<file path="src/rtl/slot_pkg.sv">
// Shared types and default payout constants for the slot-machine credit path.
package slot_pkg;

  typedef enum logic [1:0] {
    WIN_NONE  = 2'b00,
    WIN_TWO   = 2'b01,
    WIN_THREE = 2'b10,
    WIN_FOUR  = 2'b11
  } win_level_t;

  typedef enum logic {
    IDLE = 1'b0,
    WAIT = 1'b1
  } ledger_state_t;

  localparam int DEF_PAY_TWO   = 2;
  localparam int DEF_PAY_THREE = 3;
  localparam int DEF_PAY_FOUR  = 4;

endpackage

</file>
<file path="src/rtl/slot_sat_addsub.sv">
// Combinational base + add_a + add_b - sub, clamped to all-ones; zero latency, no flow control.
// Callers guarantee sub <= base + add_a + add_b, so only the upper bound is clamped.
module slot_sat_addsub #(
  parameter int WIDTH = 9
) (
  input  logic [WIDTH-1:0] base,
  input  logic [WIDTH-1:0] add_a,
  input  logic [WIDTH-1:0] add_b,
  input  logic [WIDTH-1:0] sub,
  output logic [WIDTH-1:0] result,
  output logic             sat
);

  localparam logic [WIDTH+1:0] MAX_EXT = {2'b00, {WIDTH{1'b1}}};

  logic [WIDTH+1:0] sum;

  always_comb begin
    sum    = {2'b00, base} + {2'b00, add_a} + {2'b00, add_b} - {2'b00, sub};
    sat    = (sum > MAX_EXT);
    result = sat ? {WIDTH{1'b1}} : sum[WIDTH-1:0];
  end

endmodule

</file>
<file path="src/rtl/slot_credit_ledger.sv">
// Credit ledger: bet debit on spin grant, coin credit, per-level payout, saturating balance.
// All outputs registered, one cycle after the triggering input; requests in WAIT are ignored, never queued.
module slot_credit_ledger
  import slot_pkg::*;
#(
  parameter int WIDTH       = 9,
  parameter int INIT_CREDIT = 10,
  parameter int BET         = 1,
  parameter int COIN_VALUE  = 5,
  parameter int PAY_TWO     = DEF_PAY_TWO,
  parameter int PAY_THREE   = DEF_PAY_THREE,
  parameter int PAY_FOUR    = DEF_PAY_FOUR,
  parameter int SPIN_W      = 16
) (
  input  logic              clk,
  input  logic              reset,
  input  logic              spin_req,
  output logic              spin_grant,
  output logic              spin_denied,
  input  logic              result_valid,
  input  logic [1:0]        result_level,
  input  logic              coin_in,
  output logic [WIDTH-1:0]  balance,
  output logic              busy,
  output logic              payout_done,
  output logic              sat_flag,
  output logic [SPIN_W-1:0] spin_count
);

  localparam logic [WIDTH-1:0] INIT_W  = WIDTH'(INIT_CREDIT);
  localparam logic [WIDTH-1:0] BET_W   = WIDTH'(BET);
  localparam logic [WIDTH-1:0] COIN_W  = WIDTH'(COIN_VALUE);
  localparam logic [WIDTH-1:0] PAY2_W  = WIDTH'(PAY_TWO);
  localparam logic [WIDTH-1:0] PAY3_W  = WIDTH'(PAY_THREE);
  localparam logic [WIDTH-1:0] PAY4_W  = WIDTH'(PAY_FOUR);

  ledger_state_t    state;
  logic             grant_now;
  logic             deny_now;
  logic             result_now;
  logic [WIDTH-1:0] coin_add;
  logic [WIDTH-1:0] pay_add;
  logic [WIDTH-1:0] debit;
  logic [WIDTH-1:0] next_balance;
  logic             next_sat;

  // Funds check uses the registered (pre-coin) balance, so a same-cycle coin cannot rescue a denial.
  always_comb begin
    grant_now  = (state == IDLE) && spin_req && (balance >= BET_W);
    deny_now   = (state == IDLE) && spin_req && (balance <  BET_W);
    result_now = (state == WAIT) && result_valid;
    coin_add   = coin_in   ? COIN_W : '0;
    debit      = grant_now ? BET_W  : '0;
    pay_add    = '0;
    if (result_now) begin
      case (win_level_t'(result_level))
        WIN_TWO:   pay_add = PAY2_W;
        WIN_THREE: pay_add = PAY3_W;
        WIN_FOUR:  pay_add = PAY4_W;
        default:   pay_add = '0;
      endcase
    end
  end

  slot_sat_addsub #(
    .WIDTH (WIDTH)
  ) u_addsub (
    .base   (balance),
    .add_a  (coin_add),
    .add_b  (pay_add),
    .sub    (debit),
    .result (next_balance),
    .sat    (next_sat)
  );

  always_ff @(posedge clk) begin
    if (reset) begin
      state       <= IDLE;
      balance     <= INIT_W;
      spin_grant  <= 1'b0;
      spin_denied <= 1'b0;
      payout_done <= 1'b0;
      busy        <= 1'b0;
      sat_flag    <= 1'b0;
      spin_count  <= '0;
    end else begin
      balance     <= next_balance;
      spin_grant  <= grant_now;
      spin_denied <= deny_now;
      payout_done <= result_now;
      if (next_sat) begin
        sat_flag <= 1'b1;
      end
      case (state)
        IDLE: begin
          if (grant_now) begin
            state      <= WAIT;
            busy       <= 1'b1;
            spin_count <= spin_count + 1'b1;
          end
        end
        WAIT: begin
          if (result_valid) begin
            state <= IDLE;
            busy  <= 1'b0;
          end
        end
        default: begin
          state <= IDLE;
          busy  <= 1'b0;
        end
      endcase
    end
  end

endmodule

</file>
<file path="config.mk">
export PLATFORM = sky130hd
export DESIGN_NAME = slot_credit_ledger
export DESIGN_NICKNAME = d
export VERILOG_FILES = /design/src/rtl/slot_pkg.sv /design/src/rtl/slot_sat_addsub.sv /design/src/rtl/slot_credit_ledger.sv
export SDC_FILE = /design/constraint.sdc
export NUM_CORES = 1
export LEC_CHECK = 0
export ABC_AREA = 1
export CORE_MARGIN = 10
export CORE_UTILIZATION = 49
export DETAILED_ROUTE_END_ITERATION = 16
export GPL_TIMING_DRIVEN = 0
export PLACE_DENSITY = 0.76
export SETUP_SLACK_MARGIN = 0.4
export SYNTH_ARGS = -nofsm -noshare
export SYNTH_HDL_FRONTEND = slang
export SYNTH_SLANG_ARGS = --single-unit
</file>
<file path="constraint.sdc">
create_clock -name clk -period 2.58 [get_ports clk]
set_input_delay 0.516 -clock clk [delete_from_list [all_inputs] [get_ports clk]]
set_output_delay 0.516 -clock clk [all_outputs]
set_load 0.005 [all_outputs]
</file>
# Yosys cells after proc, flatten, opt, wreduce, memory -nomap -nowiden
# Cells that the tools add are included.
dict set report classes {
  mux 11
  eq_ne 5
  n_addsub 4
  order_cmp 3
  bitwise_logic 1
  reduce_logical 7
}
# operator count
set ops {}
lappend ops {{$mux 9} 2}
lappend ops {{$add 16x1->16 const B} 1}
lappend ops {{$add 11x9->11} 1}
lappend ops {{$gt 11x9->1 const B} 1}
lappend ops {{$sub 11x1->11} 1}
lappend ops {{$add 9x3->10} 1}
lappend ops {{$ge 9x1->1 const B} 1}
lappend ops {{$lt 9x1->1 const B} 1}
lappend ops {{$pmux 3 s3} 1}
lappend ops {{$mux 1} 5}
lappend ops {{$eq 2x2->1 const B} 2}
lappend ops {{$logic_and 1x1->1} 4}
lappend ops {{$ne 2x2->1 const B} 2}
lappend ops {{$pmux 1 s2} 2}
lappend ops {{$reduce_and 2->1} 2}
lappend ops {{$mux 3} 1}
lappend ops {{$eq 2x1->1 const B} 1}
lappend ops {{$reduce_or 2->1} 1}
lappend ops {{$not 1->1} 1}
dict set report word_totals {
  regBits 31
  out_inout_bits 30
  input_bits 7
  wordCells 40
}

# Longest topological paths before layout
dict set report depth {
  word_depth 7
  depth_mapped 21
  depth_no_buf 21
}

# Modules after synthesis
# A second synthesis with hierarchy kept.
dict set report unflattened {
  hier_cells 387
  area_unflattened_um2 2795.2
}
# module cells_each seq_area_each_um2 n_inst area_per_inst_um2
set by_module_without_submodules {}
lappend by_module_without_submodules {slot_credit_ledger 226 620.6 1 1647.8}
lappend by_module_without_submodules {slot_sat_addsub 161 0.0 1 1147.4}

# Worst setup path before layout
# OpenSTA, ideal clock, no wires.
dict set report synth_timing {
  path_kind {input -> register}
  startpoint {in coin_in}
  endpoint {reg balance[3]}
  cell_stages 18
  setup_ns 0.115
  setup_slack_ns -0.063
  arrival_time_ns 2.528
  t_required_ns 2.465
  n_path_buf 0
  path_cell_list {ha_1 -> ha_1 -> nand2_1 -> a21oi_1 -> inv_1 -> nor2_1 -> nand3_1 -> nand2_1 -> inv_1 -> ha_1 -> nand2_1 -> inv_1 -> a21oi_1 -> nand4_1 -> nand2_4 -> nand2_4 -> nor2_4 -> nand2_1}
}
dict set report synth_via {
  elab_chain_len 6
}
# item line
set synth_lines {}
lappend synth_lines {{start: declaration} slot_credit_ledger.sv:22} ;# input logic coin_in,
lappend synth_lines {{$mux 3 (*)} slot_credit_ledger.sv:52} ;# coin_add = coin_in ? COIN_W : '0;
lappend synth_lines {{$add 9x3->10 (*)} slot_sat_addsub.sv:19} ;# sum = {2'b00, base} + {2'b00, add_a} + {2'b00, add_b} - {2'b00, sub};
lappend synth_lines {{$add 11x9->11 (*)} slot_sat_addsub.sv:19}
lappend synth_lines {{$sub 11x1->11 (*)} slot_sat_addsub.sv:19}
lappend synth_lines {{$gt 11x9->1} slot_sat_addsub.sv:20} ;# sat = (sum > MAX_EXT);
lappend synth_lines {{$reduce_or 2->1 (no source line)} n/a}
lappend synth_lines {{end signal: assignment} slot_credit_ledger.sv:87} ;# balance <= next_balance;
lappend synth_lines {{end: declaration} slot_credit_ledger.sv:23} ;# output logic [WIDTH-1:0] balance,
# Mark *: on every way between the ends. The rest lies on a longest branch, timed or not.
# A chain may end at the register's enable or synchronous reset.

# Worst setup path in the final report
dict set report layout_timing {
  startpoint {reg balance[0]}
  endpoint {reg balance[8]}
}
dict set report layout_via {
  elab_chain_len 6
  word_cells_on_any_way 8
  cone_classes {3 x add/sub; 2 x order compare; 2 x mux; 1 x reduce/logical}
}
# item line
set layout_lines {}
lappend layout_lines {{$ge 9x1->1 (*)} slot_credit_ledger.sv:49} ;# grant_now = (state == IDLE) && spin_req && (balance >= BET_W);
lappend layout_lines {{$logic_and 1x1->1 (*)} slot_credit_ledger.sv:49}
lappend layout_lines {{net grant_now} slot_credit_ledger.sv:38} ;# logic grant_now;
lappend layout_lines {{$mux 1 (*)} slot_credit_ledger.sv:53} ;# debit = grant_now ? BET_W : '0;
lappend layout_lines {{$sub 11x1->11 (*)} slot_sat_addsub.sv:19}
lappend layout_lines {{$gt 11x9->1} slot_sat_addsub.sv:20}
lappend layout_lines {{$mux 9 (*)} slot_sat_addsub.sv:21} ;# result = sat ? {WIDTH{1'b1}} : sum[WIDTH-1:0];
# The timed path passes the listed nets; every way through them passes the cells marked *.

==> run_results.csv <==
group,metric,value,unit
status,outcome,"complete, but fails checks",
status,violations,"negative setup slack",
clocking,cts_hold_buf,0,
grt,grt_use_total,15.93,%
sta,min_period,2.615,ns
final_layout,antenna_cells,0,
worst_setup_path,cp_max_fo,4,
final_layout,nets,454,
worst_setup_path,crit-reg2reg-launch,"balance[0]",
min_path,worstHoldStart,"reset",
detailed_routing,dr_total_vias,2510,
die,io_pins,37,
power_and_ir_drop,peakVddDrop,0.001099,V
yosys,synth_top_family_by_area,"simple AND/OR/NAND/NOR gates",
placed_design,gp_congestion,0.9288,
sta,slew_headroom,64.53,%
clocking,h-tree-depth,2,
worst_setup_path,rrSetupSlack,-0.04,ns
yosys,synth_mux_area_share,0,%
yosys,synth_top_area_share,25.81,%
yosys,yosys_warnings,0,
job,max_cap_viol_count,0,
sta,tightest_slew,0.5321,ns
die,initial_utilization,50.58,%
yosys,syn-num-nets,387,
clocking,clock_path_buffers,2,
detailed_routing,wire_per_inst,14.16,µm
sta,fin_crit_sh,101.4,%
die,rows,25,
final_layout,final_common_cell,"nand2_1",
sta,hold_violations,0,
final_layout,seq_area,649.4,µm²
placed_design,port_buffers,35,
yosys,synth_cells,360,
sta,setup_ws,-0.03506,ns
worst_setup_path,crit_chain,"buf_4 -> buf_4 -> inv_4 -> nand3b_4 -> nand2_4 -> inv_6 -> buf_8 -> ha_4 -> inv_2 -> ha_4 -> inv_2 -> fa_2 -> inv_2 -> nand3_4 -> nand3_4 -> nand2_4 -> nand2_4 -> nand3_2 -> nand2_1 -> inv_1",
sta,holdWs,0.4266,ns
yosys,seq_area_frac_synth,25.81,%
power_and_ir_drop,p_clk_share,7.9,%
detailed_routing,dr.pass1.iters,4,
worst_setup_path,max_stage_delay,0.37,ns
worst_setup_path,critPathLaunch,"balance[0]",
detailed_routing,routed_wl,7007,µm
yosys,synth-compound-area-share,6.660,%
sta,setup_viol,6,
power_and_ir_drop,combPwrFrac,79.5,%
grt,grt_pass1_vias,2345,
sta,finalClockSkew,0.005265,ns
grt,antenna_found_initial,0,
worst_setup_path,cp.arrival,2.80,ns
clocking,insertion_delay,0.29,ns
min_path,whs_path_depth,2,
worst_setup_path,crit_type,"reg -> reg",
final_layout,postLayoutCoreUtil,76.42,%
min_path,hold_class,"in -> reg",
yosys,yosysUniqueCellTypes,36,
placed_design,hpwl,4648,µm
yosys,yosys.area_share.simple,38.50,%
final_layout,drive_above_1_share,32.71,%
grt,overflow,0,
die,die_w,90.06,µm
detailed_routing,vias_per_cell,5.071,
detailed_routing,drc,0,
final_layout,area_growth,51.09,%
sta,grt_setup_unrepaired,"yes",
worst_setup_path,crit_required,2.77,ns
worst_setup_path,crit_path_start_kind,"flip-flop",
yosys,ys_ff_latch,31,
clocking,cts_made_buffers,5,
power_and_ir_drop,power_density,1484,mW/mm²
yosys,synthTopCellsByArea,"dfxtp_1, nand2_1, inv_1, ha_1, nand3_1",
sta,slew_violations,0,
final_layout,final_cell_mix,"nand2_1, inv_1, clkdlybuf4s50_1",
clocking,clock-sinks,31,
sta,setup_tns,-0.1053,ns
worst_setup_path,reg2reg_depth,20,
yosys,synthXorXnorAreaFrac,6.191,%
detailed_routing,detail-route-antenna-nets,0,
grt,grt_pass1_wl,10890,µm
power_and_ir_drop,p_sw,2.708,mW
power_and_ir_drop,finalPower,5.391,mW
die,die_area,0.008110,mm²
yosys,synth-adder-area-share,10.72,%
worst_setup_path,worst_setup_path_end_kind,"flip-flop",
power_and_ir_drop,internal_power,2.683,mW
worst_setup_path,r2r-end,"balance[8]",
final_layout,multiInputGateArea,0.001984,mm²
clocking,clkTransAtPathRegs,0.07,ns
yosys,syn_area_per_cell,6.680,µm²
min_path,hold_end,"spin_denied",
die,die_y,90.06,µm
clocking,clock-root-buffer,"clkbuf_8",
power_and_ir_drop,seq_power_share,12.6,%
worst_setup_path,crit_path_top_delay_cell,"fa_2",
power_and_ir_drop,p_leak,1.558,nW
grt,grt_max_degree,11,
power_and_ir_drop,power.switching_fraction,50.23,%
die,core,0.004755,mm²
yosys,yosys.area.top_type,"dfxtp_1",
detailed_routing,drt_iter0_drc,170,
final_layout,n_fill_cell,347,
clocking,cts_tree,"yes",
yosys,synthesis.area,0.002405,mm²
sta,max_freq,382.4,MHz
==> metal layers <==
metal | track usage [%] | part of all wire [%] | vias to the layer above
li1 | - | - | 1254
met1 | 19.83 | 44 | 1164
met2 | 26.03 | 48 | 77
met3 | 4.821 | 5.9 | 15
met4 | 4.111 | 1.9 | 0
met5 | 0 | 0 | -
==> sequential cells by signal, indices dropped and copies added (netlist names) <==
signal and flops:
balance 9, spin_grant 1, busy 1, spin_denied 1
sat_flag 1, state 1, spin_count 16, payout_done 1
==> metrics by stage <==
step                setup slack, ns  instance area, µm²  instances
floorplan                   0.09356                2661        360
global placement            -0.7675                3095        462
detailed placement          -0.8290                3095        462
CTS                         0.04419                3455        490
global route                -0.1570                3633        495
finish                     -0.03506                3633        495
==> logic make-up (layout without fill, tap and decap cells) <==
group	count (synthesis)	count (layout)
AO/OA/AOI/OAI	27	27
XOR/XNOR	17	17
adder cells (fa/ha/maj)	20	20
buffers and inverters	71	137
flip-flops	31	31
AND/OR/NAND/NOR	194	196
==> synthesized netlist by cell type, drive strengths merged <==
| cell | count |
|---|---|
| a21o | 1 |
| ha | 19 |
| nor3b | 1 |
| xnor2 | 8 |
| inv | 66 |
| nor3 | 6 |
| nand3b | 3 |
| buf | 4 |
| dfxtp | 31 |
| nand4 | 5 |
| or2 | 2 |
| o31ai | 1 |
| nand3 | 27 |
| xor2 | 9 |
| nor2 | 35 |
| nor4 | 1 |
| o21ai | 6 |
| a21oi | 19 |
| and2 | 2 |
| fa | 1 |
| clkbuf | 1 |
| nand2 | 112 |
==> worst max path at each step <==
stage	end	slack, ns	cells past startpoint
2_1_floorplan	balance[3]	0.09	16
3_3_place_gp	balance[3]	-0.77	18
3_5_place_dp	balance[3]	-0.83	22
4_1_cts	balance[3]	0.04	19
5_1_grt	balance[8]	-0.16	20
6_report	balance[8]	-0.04	20
==> power by group through the flow <==
| stage | logic, mW | clock network [mW] | registers [mW] |
|---|---|---|---|
| 4_1_cts | 3.66 | 0.434 | 0.670 |
| 3_3_place_gp | 3.11 | 0 | 0.727 |
| 3_5_place_dp | 3.17 | 0 | 0.729 |
| 2_1_floorplan | 2.52 | 0 | 0.714 |
| 5_1_grt | 4.70 | 0.454 | 0.687 |
| 6_report | 4.29 | 0.429 | 0.677 |
==> critical path: cells and delay by family (launching register included) <==
kind	cells	cell delay, ns
flip-flops	1	0.34
buffers and inverters	9	0.70
adder cells (fa/ha/maj)	3	0.72
AND/OR/NAND/NOR	8	0.74
==> what timing repair did <==
| item | 4_1_cts | 5_1_grt |
|---|---|---|
| hold endpoints to repair | 0 | 0 |
| pin swaps | 20 | 21 |
| gates resized for setup | 36 | 33 |
| endpoints found under the setup margin | 10 | 10 |
| buffers inserted | 18 | 5 |
| cloned | 2 | 0 |
==> cell type report <==
cell class / count / share of cell area (%)
Buffer: 5 / 1.240
Clock buffer: 8 / 2.755
Inverter: 66 / 7.025
Multi-Input combinational cell: 260 / 54.61
Sequential cell: 31 / 17.87
Tap cell: 67 / 2.307
Timing Repair Buffer: 58 / 14.19
No activity file was read; power rests on OpenSTA's default activity.
